--- config.mk ---
export PLATFORM = sky130hd
export DESIGN_NAME = fde_datapath
export DESIGN_NICKNAME = d
export VERILOG_FILES = /design/src/rtl/fde_pkg.sv /design/src/rtl/fde_alu.sv /design/src/rtl/fde_fetch.sv /design/src/rtl/fde_regfile.sv /design/src/rtl/fde_datapath.sv
export SDC_FILE = /design/constraint.sdc
export NUM_CORES = 1
export LEC_CHECK = 0
export CORE_MARGIN = 2
export CORE_UTILIZATION = 30
export CTS_CLUSTER_DIAMETER = 50
export DETAILED_ROUTE_END_ITERATION = 10
export GPL_TIMING_DRIVEN = 0
export MAX_ROUTING_LAYER = met4
export PLACE_DENSITY = 0.47
export SLEW_MARGIN = 20
export SYNTH_ARGS = -nofsm -noshare
export SYNTH_HDL_FRONTEND = slang
export SYNTH_SLANG_ARGS = --single-unit
--- constraint.sdc ---
create_clock -name clock -period 7.5 [get_ports clock]
set_clock_uncertainty 0.05 [all_clocks]
set_input_delay 0.75 -clock clock [delete_from_list [all_inputs] [get_ports clock]]
set_output_delay 0.75 -clock clock [all_outputs]
set_load 0.01 [all_outputs]
--- src/rtl/fde_pkg.sv ---
// Shared encodings for the fetch/decode/execute slice: ALU ops, forward selects,
// instruction field positions and the PC-aliased register index.
package fde_pkg;
  localparam int PC_REG = 15;

  localparam int OP_HI  = 23;
  localparam int OP_LO  = 20;
  localparam int RD_HI  = 19;
  localparam int RD_LO  = 16;
  localparam int RS1_HI = 15;
  localparam int RS1_LO = 12;
  localparam int RS2_HI = 11;
  localparam int RS2_LO = 8;
  localparam int IMM_HI = 11;

  typedef enum logic [2:0] {
    ALU_ADD   = 3'b000,
    ALU_SUB   = 3'b001,
    ALU_AND   = 3'b010,
    ALU_OR    = 3'b011,
    ALU_XOR   = 3'b100,
    ALU_LSL   = 3'b101,
    ALU_PASSA = 3'b110,
    ALU_PASSB = 3'b111
  } alu_op_e;

  typedef enum logic [1:0] {
    FWD_REG  = 2'b00,
    FWD_WB   = 2'b01,
    FWD_M    = 2'b10,
    FWD_REG2 = 2'b11
  } fwd_sel_e;
endpackage

--- src/rtl/fde_alu.sv ---
// Execute stage: operand forwarding muxes, ALU and NZVC flags; purely combinational.
module fde_alu
  import fde_pkg::*;
#(
  parameter int WIDTH = 32
) (
  input  logic [WIDTH-1:0] rs1_data,
  input  logic [WIDTH-1:0] rs2_data,
  input  logic [WIDTH-1:0] imm,
  input  logic [WIDTH-1:0] fwd_m,
  input  logic [WIDTH-1:0] fwd_wb,
  input  logic [2:0]       alu_ctrl,
  input  logic             src2_imm,
  input  logic [1:0]       fwd1_sel,
  input  logic [1:0]       fwd2_sel,
  output logic [WIDTH-1:0] store_data,
  output logic [WIDTH-1:0] result,
  output logic             n,
  output logic             z,
  output logic             v,
  output logic             c
);
  logic [WIDTH-1:0] a, b;
  logic [WIDTH:0]   sum, diff;

  always_comb begin
    case (fwd1_sel)
      FWD_WB:  a = fwd_wb;
      FWD_M:   a = fwd_m;
      default: a = rs1_data;
    endcase
    case (fwd2_sel)
      FWD_WB:  store_data = fwd_wb;
      FWD_M:   store_data = fwd_m;
      default: store_data = rs2_data;
    endcase
  end

  assign b    = src2_imm ? imm : store_data;
  assign sum  = {1'b0, a} + {1'b0, b};
  assign diff = {1'b0, a} - {1'b0, b};

  always_comb begin
    result = '0;
    c      = 1'b0;
    v      = 1'b0;
    case (alu_ctrl)
      ALU_ADD: begin
        result = sum[WIDTH-1:0];
        c      = sum[WIDTH];
        v      = (a[WIDTH-1] == b[WIDTH-1]) && (sum[WIDTH-1] != a[WIDTH-1]);
      end
      ALU_SUB: begin
        // carry means "no borrow", i.e. A >= B unsigned
        result = diff[WIDTH-1:0];
        c      = ~diff[WIDTH];
        v      = (a[WIDTH-1] != b[WIDTH-1]) && (diff[WIDTH-1] != a[WIDTH-1]);
      end
      ALU_AND:   result = a & b;
      ALU_OR:    result = a | b;
      ALU_XOR:   result = a ^ b;
      ALU_LSL:   result = a << b[4:0];
      ALU_PASSA: result = a;
      default:   result = b;
    endcase
  end

  assign n = result[WIDTH-1];
  assign z = (result == '0);
endmodule

--- src/rtl/fde_fetch.sv ---
// PC register; a branch loads the execute-stage ALU result, a stall holds.
module fde_fetch
  import fde_pkg::*;
#(
  parameter int WIDTH = 32
) (
  input  logic             clock,
  input  logic             reset,
  input  logic             fetch_en,
  input  logic             take_branch,
  input  logic [WIDTH-1:0] branch_target,
  output logic [WIDTH-1:0] pc,
  output logic [WIDTH-1:0] pc_plus1
);
  assign pc_plus1 = pc + WIDTH'(1);

  always_ff @(posedge clock) begin
    if (reset)         pc <= '0;
    else if (fetch_en) pc <= take_branch ? branch_target : pc_plus1;
  end
endmodule

--- src/rtl/fde_regfile.sv ---
// 16-entry register file with write-through reads and r15 aliased to pc+1,
// plus decode of the instruction fields.
module fde_regfile
  import fde_pkg::*;
#(
  parameter int WIDTH            = 32,
  parameter int REGNUM           = 16,
  parameter int ADDRESSWIDTH     = 4,
  parameter int OPCODEWIDTH      = 4,
  parameter int INSTRUCTIONWIDTH = 24
) (
  input  logic                        clock,
  input  logic                        reset,
  input  logic [INSTRUCTIONWIDTH-1:0] instruction,
  input  logic                        wb_we,
  input  logic [ADDRESSWIDTH-1:0]     wb_addr,
  input  logic [WIDTH-1:0]            wb_data,
  input  logic [WIDTH-1:0]            pc_plus1,
  output logic [WIDTH-1:0]            rs1_data,
  output logic [WIDTH-1:0]            rs2_data,
  output logic [WIDTH-1:0]            imm,
  output logic [ADDRESSWIDTH-1:0]     rd_addr,
  output logic [ADDRESSWIDTH-1:0]     rs1_addr,
  output logic [ADDRESSWIDTH-1:0]     rs2_addr,
  output logic [OPCODEWIDTH-1:0]      opcode
);
  localparam logic [ADDRESSWIDTH-1:0] PC_ADDR = ADDRESSWIDTH'(PC_REG);

  logic [WIDTH-1:0] regs [REGNUM];
  logic             wr_ok;

  assign opcode   = instruction[OP_HI:OP_LO];
  assign rd_addr  = instruction[RD_HI:RD_LO];
  assign rs1_addr = instruction[RS1_HI:RS1_LO];
  assign rs2_addr = instruction[RS2_HI:RS2_LO];
  assign imm      = {{(WIDTH-IMM_HI-1){instruction[IMM_HI]}}, instruction[IMM_HI:0]};

  assign wr_ok = wb_we && (wb_addr != PC_ADDR);

  always_ff @(posedge clock) begin
    if (reset) begin
      for (int i = 0; i < REGNUM; i++) regs[i] <= '0;
    end else if (wr_ok) begin
      regs[wb_addr] <= wb_data;
    end
  end

  // r15 is never stored; it always reads as the next fetch address
  assign rs1_data = (rs1_addr == PC_ADDR)               ? pc_plus1 :
                    (wr_ok && wb_addr == rs1_addr)      ? wb_data  : regs[rs1_addr];
  assign rs2_data = (rs2_addr == PC_ADDR)               ? pc_plus1 :
                    (wr_ok && wb_addr == rs2_addr)      ? wb_data  : regs[rs2_addr];
endmodule

--- src/rtl/fde_datapath.sv ---
// Fetch/decode/execute datapath slice; the ALU result doubles as branch target.
module fde_datapath
  import fde_pkg::*;
#(
  parameter int WIDTH            = 32,
  parameter int REGNUM           = 16,
  parameter int ADDRESSWIDTH     = 4,
  parameter int OPCODEWIDTH      = 4,
  parameter int INSTRUCTIONWIDTH = 24
) (
  input  logic                        clock,
  input  logic                        reset,
  input  logic                        fetch_en,
  input  logic                        take_branch,
  output logic [WIDTH-1:0]            pc,
  output logic [WIDTH-1:0]            pc_plus1,
  input  logic [INSTRUCTIONWIDTH-1:0] instruction_d,
  input  logic                        wb_we,
  input  logic [ADDRESSWIDTH-1:0]     wb_addr,
  input  logic [WIDTH-1:0]            wb_data,
  output logic [WIDTH-1:0]            rs1_data_d,
  output logic [WIDTH-1:0]            rs2_data_d,
  output logic [WIDTH-1:0]            imm_d,
  output logic [ADDRESSWIDTH-1:0]     rd_addr_d,
  output logic [ADDRESSWIDTH-1:0]     rs1_addr_d,
  output logic [ADDRESSWIDTH-1:0]     rs2_addr_d,
  output logic [OPCODEWIDTH-1:0]      opcode_d,
  input  logic [WIDTH-1:0]            rs1_data_e,
  input  logic [WIDTH-1:0]            rs2_data_e,
  input  logic [WIDTH-1:0]            imm_e,
  input  logic [WIDTH-1:0]            fwd_m,
  input  logic [WIDTH-1:0]            fwd_wb,
  input  logic [2:0]                  alu_ctrl_e,
  input  logic                        src2_imm_e,
  input  logic [1:0]                  fwd1_sel_e,
  input  logic [1:0]                  fwd2_sel_e,
  output logic [WIDTH-1:0]            store_data_e,
  output logic [WIDTH-1:0]            alu_result_e,
  output logic                        n_e,
  output logic                        z_e,
  output logic                        v_e,
  output logic                        c_e
);
  fde_fetch #(.WIDTH(WIDTH)) u_fetch (
    .clock(clock), .reset(reset), .fetch_en(fetch_en), .take_branch(take_branch),
    .branch_target(alu_result_e), .pc(pc), .pc_plus1(pc_plus1)
  );

  fde_regfile #(
    .WIDTH(WIDTH), .REGNUM(REGNUM), .ADDRESSWIDTH(ADDRESSWIDTH),
    .OPCODEWIDTH(OPCODEWIDTH), .INSTRUCTIONWIDTH(INSTRUCTIONWIDTH)
  ) u_regfile (
    .clock(clock), .reset(reset), .instruction(instruction_d),
    .wb_we(wb_we), .wb_addr(wb_addr), .wb_data(wb_data), .pc_plus1(pc_plus1),
    .rs1_data(rs1_data_d), .rs2_data(rs2_data_d), .imm(imm_d),
    .rd_addr(rd_addr_d), .rs1_addr(rs1_addr_d), .rs2_addr(rs2_addr_d), .opcode(opcode_d)
  );

  fde_alu #(.WIDTH(WIDTH)) u_alu (
    .rs1_data(rs1_data_e), .rs2_data(rs2_data_e), .imm(imm_e),
    .fwd_m(fwd_m), .fwd_wb(fwd_wb), .alu_ctrl(alu_ctrl_e), .src2_imm(src2_imm_e),
    .fwd1_sel(fwd1_sel_e), .fwd2_sel(fwd2_sel_e), .store_data(store_data_e),
    .result(alu_result_e), .n(n_e), .z(z_e), .v(v_e), .c(c_e)
  );
endmodule

* Yosys cells after proc, flatten, opt, wreduce, memory -nomap -nowiden
Memory sizes are Yosys's and may differ from the RTL's.
Cells that the tools add are included.
** Storage, ports and cells
- Register bits :: 32
- RAM bits :: 512
- Input port bits :: 233
- Output and inout port bits :: 244
- Logic and storage cells :: 56
- Memories :: 1
** Memories
- u_regfile.regs :: words 16, width 32, rd ports 2, clocked after Yosys merged registers in 0, write ports 16, RTL line fde_regfile.sv:29 : logic [WIDTH-1:0] regs [REGNUM];
** Cells by class
- Add/subtract/negate cells :: 3
- Equality and inequality tests :: 19
- Shift operators :: 1
- Mux-type cells :: 19
- Bitwise logic cells :: 4
- Reductions and logical operators :: 8
** Operator list (count)
- $mux 32 :: 7
- $pmux 32 s7 :: 1
- $pmux 32 s2 :: 2
- $add 32x32->33 :: 1
- $sub 32x32->33 :: 1
- $add 32x1->32 const B :: 1
- $and 32x32->32 :: 1
- $logic_not 32->1 :: 1
- $or 32x32->32 :: 1
- $reduce_or 32->1 :: 1
- $shl 32x5->32 :: 1
- $xor 32x32->32 :: 1
- $eq 3x3->1 const B :: 3
- $eq 4x4->1 :: 2
- $eq 4x4->1 const B :: 2
- $eq 3x2->1 const B :: 2
- $mux 1 :: 6
- $logic_and 1x1->1 :: 5
- $eq 2x1->1 const B :: 2
- $eq 2x2->1 const B :: 2
- $mux 4 :: 1
- $ne 4x4->1 const B :: 1
- $pmux 1 s2 :: 2
- $eq 3x1->1 const B :: 1
- other kinds (4) :: 6

* Depth between registers and ports, before layout
Gate-level depths: netlist of the first run.
- Word-level depth :: 7
- Gate-level depth with buffers :: 25
- Depth with buffers taken out :: 21

* Modules after synthesis
A second synthesis of the first run with hierarchy kept.
** Unflattened totals
- Cells, all modules :: 3873
- Area total of the unflattened synthesis :: 40528.9 um2
** Modules (own cells, without submodules)
- fde_regfile :: instances 1, cells an instance 2037, area each 28554.9 um2, seq. area each 15374.7 um2
- fde_alu :: instances 1, cells an instance 1542, area each 9581.7 um2, seq. area each 0.0 um2
- fde_fetch :: instances 1, cells an instance 294, area each 2392.3 um2, seq. area each 640.6 um2

* Least setup slack after synthesis of the first run
OpenSTA, ideal clock, no wires.
- Path type :: input -> output
- Start point :: input port fwd2_sel_e[0]
- End point :: output port z_e
- Arrival time :: 5.645 ns
- Data required time :: 6.700 ns
- Setup slack :: 1.055 ns
- Stages :: 23
- Buffers on the path :: 5
- Cells stage by stage :: inv_1 > ha_1 > buf_2 > clkbuf_1 > clkbuf_1 > buf_1 > a21oi_1 > o21ai_0 > inv_1 > ha_1 > clkbuf_1 > nor2b_1 > nor4_1 > a221oi_1 > nand3_1 > o21ai_0 > nand2_1 > nor3_1 > mux2_2 > a221oi_1 > o22ai_1 > nor4_1 > and3_1
** Between the ends
- Longest elaborated chain between the ends :: 6
- Elaborated cells on any way between the ends :: 12
- Classes of those cells :: 2 x add/sub; 2 x eq/ne; 1 x shift; 3 x mux; 3 x bitwise; 1 x reduce/logical
** RTL lines
- start: declaration :: RTL line fde_datapath.sv:36 : input logic [1:0] fwd2_sel_e,
- $eq 2x2->1 / $eq 2x1->1 (equally long branches) :: RTL line fde_alu.sv:32 : case (fwd2_sel)
- $pmux 32 s2 (*) :: RTL line fde_alu.sv:32
- $mux 32 (*) :: RTL line fde_alu.sv:39 : assign b = src2_imm ? imm : store_data;
- $sub 32x32->33, or another cell as far along :: RTL line fde_alu.sv:41 : assign diff = {1'b0, a} - {1'b0, b};
- $pmux 32 s7 (*) :: RTL line fde_alu.sv:47 : case (alu_ctrl)
- net alu_result_e[26] :: RTL line fde_datapath.sv:38 : output logic [WIDTH-1:0] alu_result_e,
- $logic_not 32->1 (*) :: RTL line fde_alu.sv:69 : assign z = (result == '0);
- end: declaration :: RTL line fde_datapath.sv:40 : output logic z_e,
The timed path passes the listed nets; every way through them passes the cells marked *.

* Final worst setup path of the first run
- Start point :: input port fwd2_sel_e[1]
- End point :: output port z_e
** Between the ends
- Longest elaborated chain between the ends :: 6
- Elaborated cells on any way between the ends :: 12
- Classes of those cells :: 2 x add/sub; 2 x eq/ne; 1 x shift; 3 x mux; 3 x bitwise; 1 x reduce/logical
** RTL lines (RTL line)
- $eq 2x2->1 / $eq 2x1->1 (equally long branches) :: fde_alu.sv:32
- $pmux 32 s2 (*) :: fde_alu.sv:32
- $mux 32 (*) :: fde_alu.sv:39
- $sub 32x32->33, or another cell as far along :: fde_alu.sv:41
- $pmux 32 s7 (*) :: fde_alu.sv:47
- $logic_not 32->1 (*) :: fde_alu.sv:69
Every way passes the cells marked *; elsewhere a longest branch is shown, timed or not.

==> metrics.csv, run 1 <==
metric;value;unit
status;completed;
die_y;367;um
fillers;12906;
rows;133;
io_pins;477;
globalRouteMet1Util;33.4;%
slew_violations;0;
setup_tns;0;ns
place_hpwl;142000;um
finalCriticalPeriod;7.32;ns
drv_cap;0;
grt_overflow;0;
synth_seq_area_share;40.6;%
place_area;47200;um^2
cts.clk_slew.worst_paths;0.05;ns
gp_congestion;0.974;
reg2reg_from;u_fetch.pc[0];
path_class;input port to primary output;
hold_viol;0;
holdPathEnd;u_fetch.pc[21];
fin_crit_sh;97.7;%
cts-root-buf;clkbuf_16;
top_usage_layer;met2;
clk_latency;0.62;ns
syn_area_per_cell;11.1;um^2
die_w;367;um
final_util;38.6;%
first_pass_iters;6;
synth_area;39500;um^2
hold_class;flip-flop to flip-flop;
dp_slack;-2.66;ns
wl_per_cell;31.3;um
setup_ws;0.176;ns
ys_ff_latch;544;
fmax;137;MHz
hold_slack;0.455;ns
grt_pass1_wl;261000;um
path_max_fanout;10;
leakage;0.0181;uW
cp-start-kind;input port;
holdPathStages;2;
syn_inst;3568;
cts-htree-levels;3;
grt_antenna_before_repair;18;
synth-edff-count;512;
hold_buffers;0;
clock_path_buffers;3;
nets;4503;
worst-r2r-cell-count;15;
cts_tree;yes;
ant_nets;0;
synthArstFlopShare;0;%
vdd_drop_max;0.161;mV
cts_buffers;68;
synth_cell_types;86;
core;131000;um^2
final_cell_mix;512 x edfxtp_1, 491 x and2_1, 443 x clkdlybuf4s50_1;
start_util;30.1;%
layout_commonest_cell;edfxtp_1;
crit_path_end_kind;primary output;
arrival;6.52;ns
port_buffers;445;
required;6.70;ns
ys.warnings.count;0;
cts_num_sinks;544;
wirelength;187000;um
post_drt_via_cell_ratio;5.63;
drc_errors;0;
vias;33627;
p_per_area;202;nW/um^2
area_growth;28.1;%
stdcell_area;50600;um^2
grt_util_all_layers;28.0;%
die_area;134000;um^2
grt_max_degree;33;
grt_util_met3;5.97;%
use_met2;46.8;%
hold_start;u_fetch.pc[21];
drive_gt1_share;19.0;%
reg2reg_slack;2.66;ns
slew_headroom;16.4;%
synthFlopType;edfxtp_1;
worstMarginPinSlew;1.25;ns
grt_pass1_vias;33612;
reg2reg_to;u_fetch.pc[28];
setup_violations;0;
drt_iter0_markers;3266;
[registers in the layout, indices dropped and copies added, names as in the netlist]
signal / cells
u_fetch.pc: 32
u_regfile.regs: 512
[worst max-delay path, cell delays in order]
cell and delay (ns):
clkdlybuf4s50_1 0.44, ha_1 0.31, buf_4 0.18, clkbuf_4 0.21, buf_4 0.20, buf_4 0.19, nor2_1 0.06, a21oi_1 0.15
nor2_1 0.09, a21oi_4 0.32, ha_1 0.34, a211o_1 0.35, a21o_1 0.21, a41oi_4 0.26, a21oi_1 0.13, or4_1 0.56
a31oi_4 0.26, o221ai_2 0.19, nor4_4 0.39, nand4_1 0.15, nor4_1 0.27, and3_1 0.25, clkdlybuf4s15_2 0.24
[Yosys cell counts (9+ instances only)]
library cell | count | area share, %
nor2b_1 | 21 | 0.33
a22o_1 | 9 | 0.20
nand2_1 | 154 | 1.5
buf_2 | 12 | 0.15
a221oi_1 | 31 | 0.69
mux2_2 | 15 | 0.43
a2bb2oi_1 | 9 | 0.20
mux4_2 | 320 | 18
nand2b_1 | 15 | 0.24
o21ai_0 | 145 | 1.8
or2_2 | 10 | 0.16
a211oi_1 | 23 | 0.44
buf_4 | 49 | 0.93
and2_1 | 491 | 7.8
a21oi_1 | 234 | 3.0
a221o_1 | 13 | 0.33
nor3_1 | 46 | 0.58
nand4_1 | 12 | 0.19
nand3_1 | 39 | 0.49
clkbuf_1 | 253 | 2.4
ha_1 | 108 | 3.4
xor2_1 | 19 | 0.42
edfxtp_1 | 512 | 39
and3_1 | 20 | 0.32
dfxtp_1 | 32 | 1.6
inv_1 | 142 | 1.4
buf_1 | 40 | 0.38
a22oi_1 | 77 | 1.5
o211ai_1 | 22 | 0.42
a2111oi_0 | 11 | 0.24
mux2i_1 | 112 | 2.8
o21a_1 | 12 | 0.23
o22ai_1 | 25 | 0.40
xnor2_1 | 36 | 0.80
a21o_1 | 17 | 0.32
nor4_1 | 17 | 0.27
o221ai_1 | 14 | 0.31
nor2_1 | 294 | 2.8
[final cells by class]
cell class / instances / area, um^2 / area share [%]
multi-input combinational: 2553 / 22500 / 44.5
inverter: 147 / 563 / 1.11
antenna: 12 / 30.0 / 0.0594
sequential: 544 / 16000 / 31.7
clock buffer: 82 / 1860 / 3.68
buffer: 342 / 1670 / 3.30
timing repair buffer: 504 / 5400 / 10.7
tap: 1755 / 2200 / 4.34
clock inverter: 38 / 344 / 0.681
[through the flow]
step | instances | total power (uW)
final | 5977 | 10200
after global routing | 5977 | 10500
after CTS | 5955 | 10100
after detailed placement | 5831 | 6710
after global placement | 5799 | 6660
after floorplan | 3599 | 5290
[worst max-delay path by stage]
stage / start / endpoint / slack (ns) / cells after the start
2_1_floorplan: fwd2_sel_e[0] / z_e / 1.06 / 23
3_3_place_gp: fwd2_sel_e[0] / z_e / -3.23 / 24
3_5_place_dp: fwd2_sel_e[0] / z_e / -2.66 / 24
4_1_cts: fwd2_sel_e[1] / z_e / -0.09 / 23
5_1_grt: fwd2_sel_e[1] / z_e / -0.02 / 24
6_report: fwd2_sel_e[1] / z_e / 0.18 / 23
[routing by layer]
metal,up-vias,part of all wire (%)
li1,14595,-
met1,17089,39
met2,1617,49
met3,326,7.9
met4,0,3.7
met5,-,0
[kinds of logic (layout without fill, tap and decap cells)]
family          after synthesis  after routing  share of synthesized area (%)
compound gates              746            746                           12.3
xor+xnor                     55             55                           1.22
fa+ha+maj                   110            110                           3.53
buf+inv                     502           1113                           5.30
flops                       544            544                           40.6
mux                         449            449                           21.6
other cells                   1             44                        0.00950
simple gates               1161           1161                           15.5
[timing repair]
action,in CTS,in global routing
endpoints found under the setup margin,34,12
buffers inserted,8,19
pin swaps,19,29
gates cloned,0,0
resized for setup,182,124
[power by group]
part           total, uW  internal, uW  switching, uW
clock network       3330          1920           1400
logic               3270          1370           1900
registers           3610          3500            107
total              10200          6800           3410
Power figures use the tool's default switching activity.
==> run 2: changes to the inputs <==
CORE_UTILIZATION = 58   (was 30)
PLACE_DENSITY = 0.82   (was 0.47)
SLEW_MARGIN = default   (was 20)
==> metrics.csv, run 2 (synthesis gave the netlist of run 1 again) <==
metric;value;unit;change
cp_slowest_cell;or4_1;;
first_pass_iters;7;;+1
required;6.70;ns;about the same
wirelength;166000;um;-11%
reg2reg_to;u_fetch.pc[28];;
path_cells;clkdlybuf4s50_1 > inv_1 > ha_2 > buf_6 > nor2b_1 > o31a_1 > inv_1 > buf_4 > clkbuf_8 > fa_1 > nor2_1 > a21oi_1 > a21oi_1 > nor2_1 > o32ai_2 > o221ai_2 > or4_1 > or4_4 > nor4_4 > nand4_1 > nor4_2 > and3_1 > buf_2;;
grt_pass1_vias;35953;;+7.0%
power.internal;6270;uW;-7.7%
hold_viol;0;;unchanged
crit_buf_inv;7;;+1
fin_crit_sh;99.0;%;+1.4 points
finalCriticalPeriod;7.43;ns;+0.101 ns
vdd_drop_max;0.205;mV;+28%
post_drt_via_cell_ratio;7.19;;+28%
critical-path-top-delay-family;simple AND/OR/NAND/NOR gates;;
cts.clk_slew.worst_paths;0.06;ns;about the same
grt_pass1_wl;235000;um;-9.7%
fmax;135;MHz;-1.4%
ant_nets;0;;unchanged
endpoint;z_e;;
arrival;6.63;ns;+0.11 ns
reg2reg_from;u_fetch.pc[0];;
gp_congestion;1.06;;+9.2%
drc_errors;0;;unchanged
nets;4476;;-0.60%
regMostFlops;u_regfile.regs;;
fillers;4595;;-64%
clk_latency;0.60;ns;-0.02 ns
die_y;265;um;-28%
port_buffers;445;;unchanged
power_frac_clock;27.7;%;-4.9 points
cp.depth;23;;unchanged
path_max_fanout;12;;+2
worst-r2r-cell-count;15;;unchanged
power_switching_share;33.3;%;-0.12 points
largest_register_ffs;512;;unchanged
final_cell_mix;512 x edfxtp_1, 491 x and2_1, 444 x clkdlybuf4s50_1;;
clock_path_buffers;3;;unchanged
setup_tns;0;ns;unchanged
core;67300;um^2;-49%
grt_max_degree;33;;unchanged
drt_iter0_markers;5552;;+70%
dpl.cell_count;4931;;-15%
worstMarginPinSlew;1.43;ns;+0.176 ns
slew_violations;0;;unchanged
start_util;58.7;%;+29 points
die_area;70200;um^2;-48%
die_w;265;um;-28%
reg2reg_slack;3.00;ns;+0.34 ns
stdcell_count;5055;;-15%
wl_per_cell;32.9;um;+4.9%
cts_tree;yes;;
place_hpwl;120000;um;-16%
path_class;input port to primary output;;
leakage;0.0175;uW;-3.4%
setup_violations;0;;unchanged
p_per_area;194;nW/um^2;-3.7%
grt_util_all_layers;47.7;%;+20 points
drive_gt1_share;17.1;%;-2.0 points
cts_buffers;50;;-26%
slew_headroom;4.93;%;-11 points
hold_class;flip-flop to flip-flop;;
status;completed;;
crit_path_max_incr_delay;0.56;ns;about the same
cts-htree-levels;2;;-1
rows;95;;-29%
p_switching;3130;uW;-8.2%
drv_cap;0;;unchanged
cts-root-buf;clkbuf_16;;
grt_overflow;0;;unchanged
io_pins;477;;unchanged
total_power;9400;uW;-7.9%
setup.worst_path.start;fwd2_sel_e[0];;
grt_antenna_before_repair;9;;-9
seq_power_share;38.6;%;+3.2 points
cp-start-kind;input port;;
combPwrFrac;33.7;%;+1.7 points
layout_commonest_cell;edfxtp_1;;
vias;36337;;+8.1%
crit_path_end_kind;primary output;;
largestRegisters;u_regfile.regs: 512 flops, u_fetch.pc: 32 flops;;
area_growth;22.5;%;
cts_num_sinks;544;;unchanged
-- run 2: cell count changes in the layout (fill, tap and decap cells not counted), sizes merged --
cell and change:
clkbuf -26, buf -6, inv -6, diode -4, clkinvlp +2, clkdlybuf4s15 -1
clkdlybuf4s50 +1, clkinv +1, dlygate4sd2 -1
-- run 2: per-stage QoR --
| stage | hold slack, ns | worst slack, ns | util, % | instance area, um^2 |
|---|---|---|---|---|
| global placement | 0.456 | -2.58 | 67.1 | 45100 |
| floorplan | 0.468 | 1.06 | - | 39600 |
| detailed placement | 0.465 | -2.51 | 67.8 | 45600 |
| CTS | 0.476 | 0.0155 | 71.1 | 47800 |
| finish | 0.478 | 0.0749 | 71.9 | 48300 |
| global route | 0.492 | -0.0371 | 71.9 | 48300 |
-- run 2: power by group through the flow --
| stage | registers, uW | logic (uW) | clock network (uW) |
|---|---|---|---|
| detailed placement | 3680 | 2850 | 0 |
| floorplan | 3640 | 1650 | 0 |
| CTS | 3620 | 2970 | 2570 |
| global placement | 3670 | 2800 | 0 |
| finish | 3630 | 3160 | 2610 |
| global route | 3640 | 3280 | 2680 |
-- run 2: worst register-to-register path, stage by stage (launching register included) --
cell and delay, ns:
dfxtp_1 0.48, ha_1 0.33, nand2_1 0.08, nor2_1 0.28
and3_1 0.20, clkbuf_1 0.23, nand2_1 0.09, nor2_1 0.30
nand3_1 0.36, or3_1 0.41, clkbuf_1 0.17, nor2_1 0.17
nand2_1 0.09, xnor2_1 0.85, mux2i_1 0.19, o22ai_1 0.16
-- run 2: layout make-up --
class | count | area, um^2 | area share (%)
Multi-Input combinational cell | 2553 | 22400 | 46.3
Sequential cell | 544 | 16000 | 33.1
Timing Repair Buffer | 492 | 5020 | 10.4
Buffer | 344 | 1600 | 3.32
Clock buffer | 59 | 1350 | 2.79
Tap cell | 873 | 1090 | 2.26
Inverter | 147 | 568 | 1.18
Clock inverter | 34 | 278 | 0.575
Antenna cell | 8 | 20.0 | 0.0414
Timing Repair inverter | 1 | 8.76 | 0.0181
-- run 2: timing repair --
item	CTS	global route
hold endpoints to repair	0	0
resized for setup	159	120
endpoints found under the setup margin	28	13
buffers inserted	16	17
hold buffers	0	0
gates cloned	0	1
pin swaps	17	28
-- run 2: worst min-delay path by stage --
stage | from | to | slack, ns | cells past startpoint
final | u_fetch.pc[23] | u_fetch.pc[23] | 0.48 | 2
after detailed placement | u_fetch.pc[23] | u_fetch.pc[23] | 0.46 | 2
after global routing | u_fetch.pc[23] | u_fetch.pc[23] | 0.49 | 2
after global placement | u_fetch.pc[21] | u_fetch.pc[21] | 0.46 | 2
after CTS | u_fetch.pc[23] | u_fetch.pc[23] | 0.48 | 2
after floorplan | u_fetch.pc[21] | u_fetch.pc[21] | 0.47 | 2
-- run 2: layer usage --
metal	GRT usage, %	wire length, um
met1	51.0	50400
met5	-	0
met4	37.3	16300
met3	14.4	23400
met2	74.5	76000
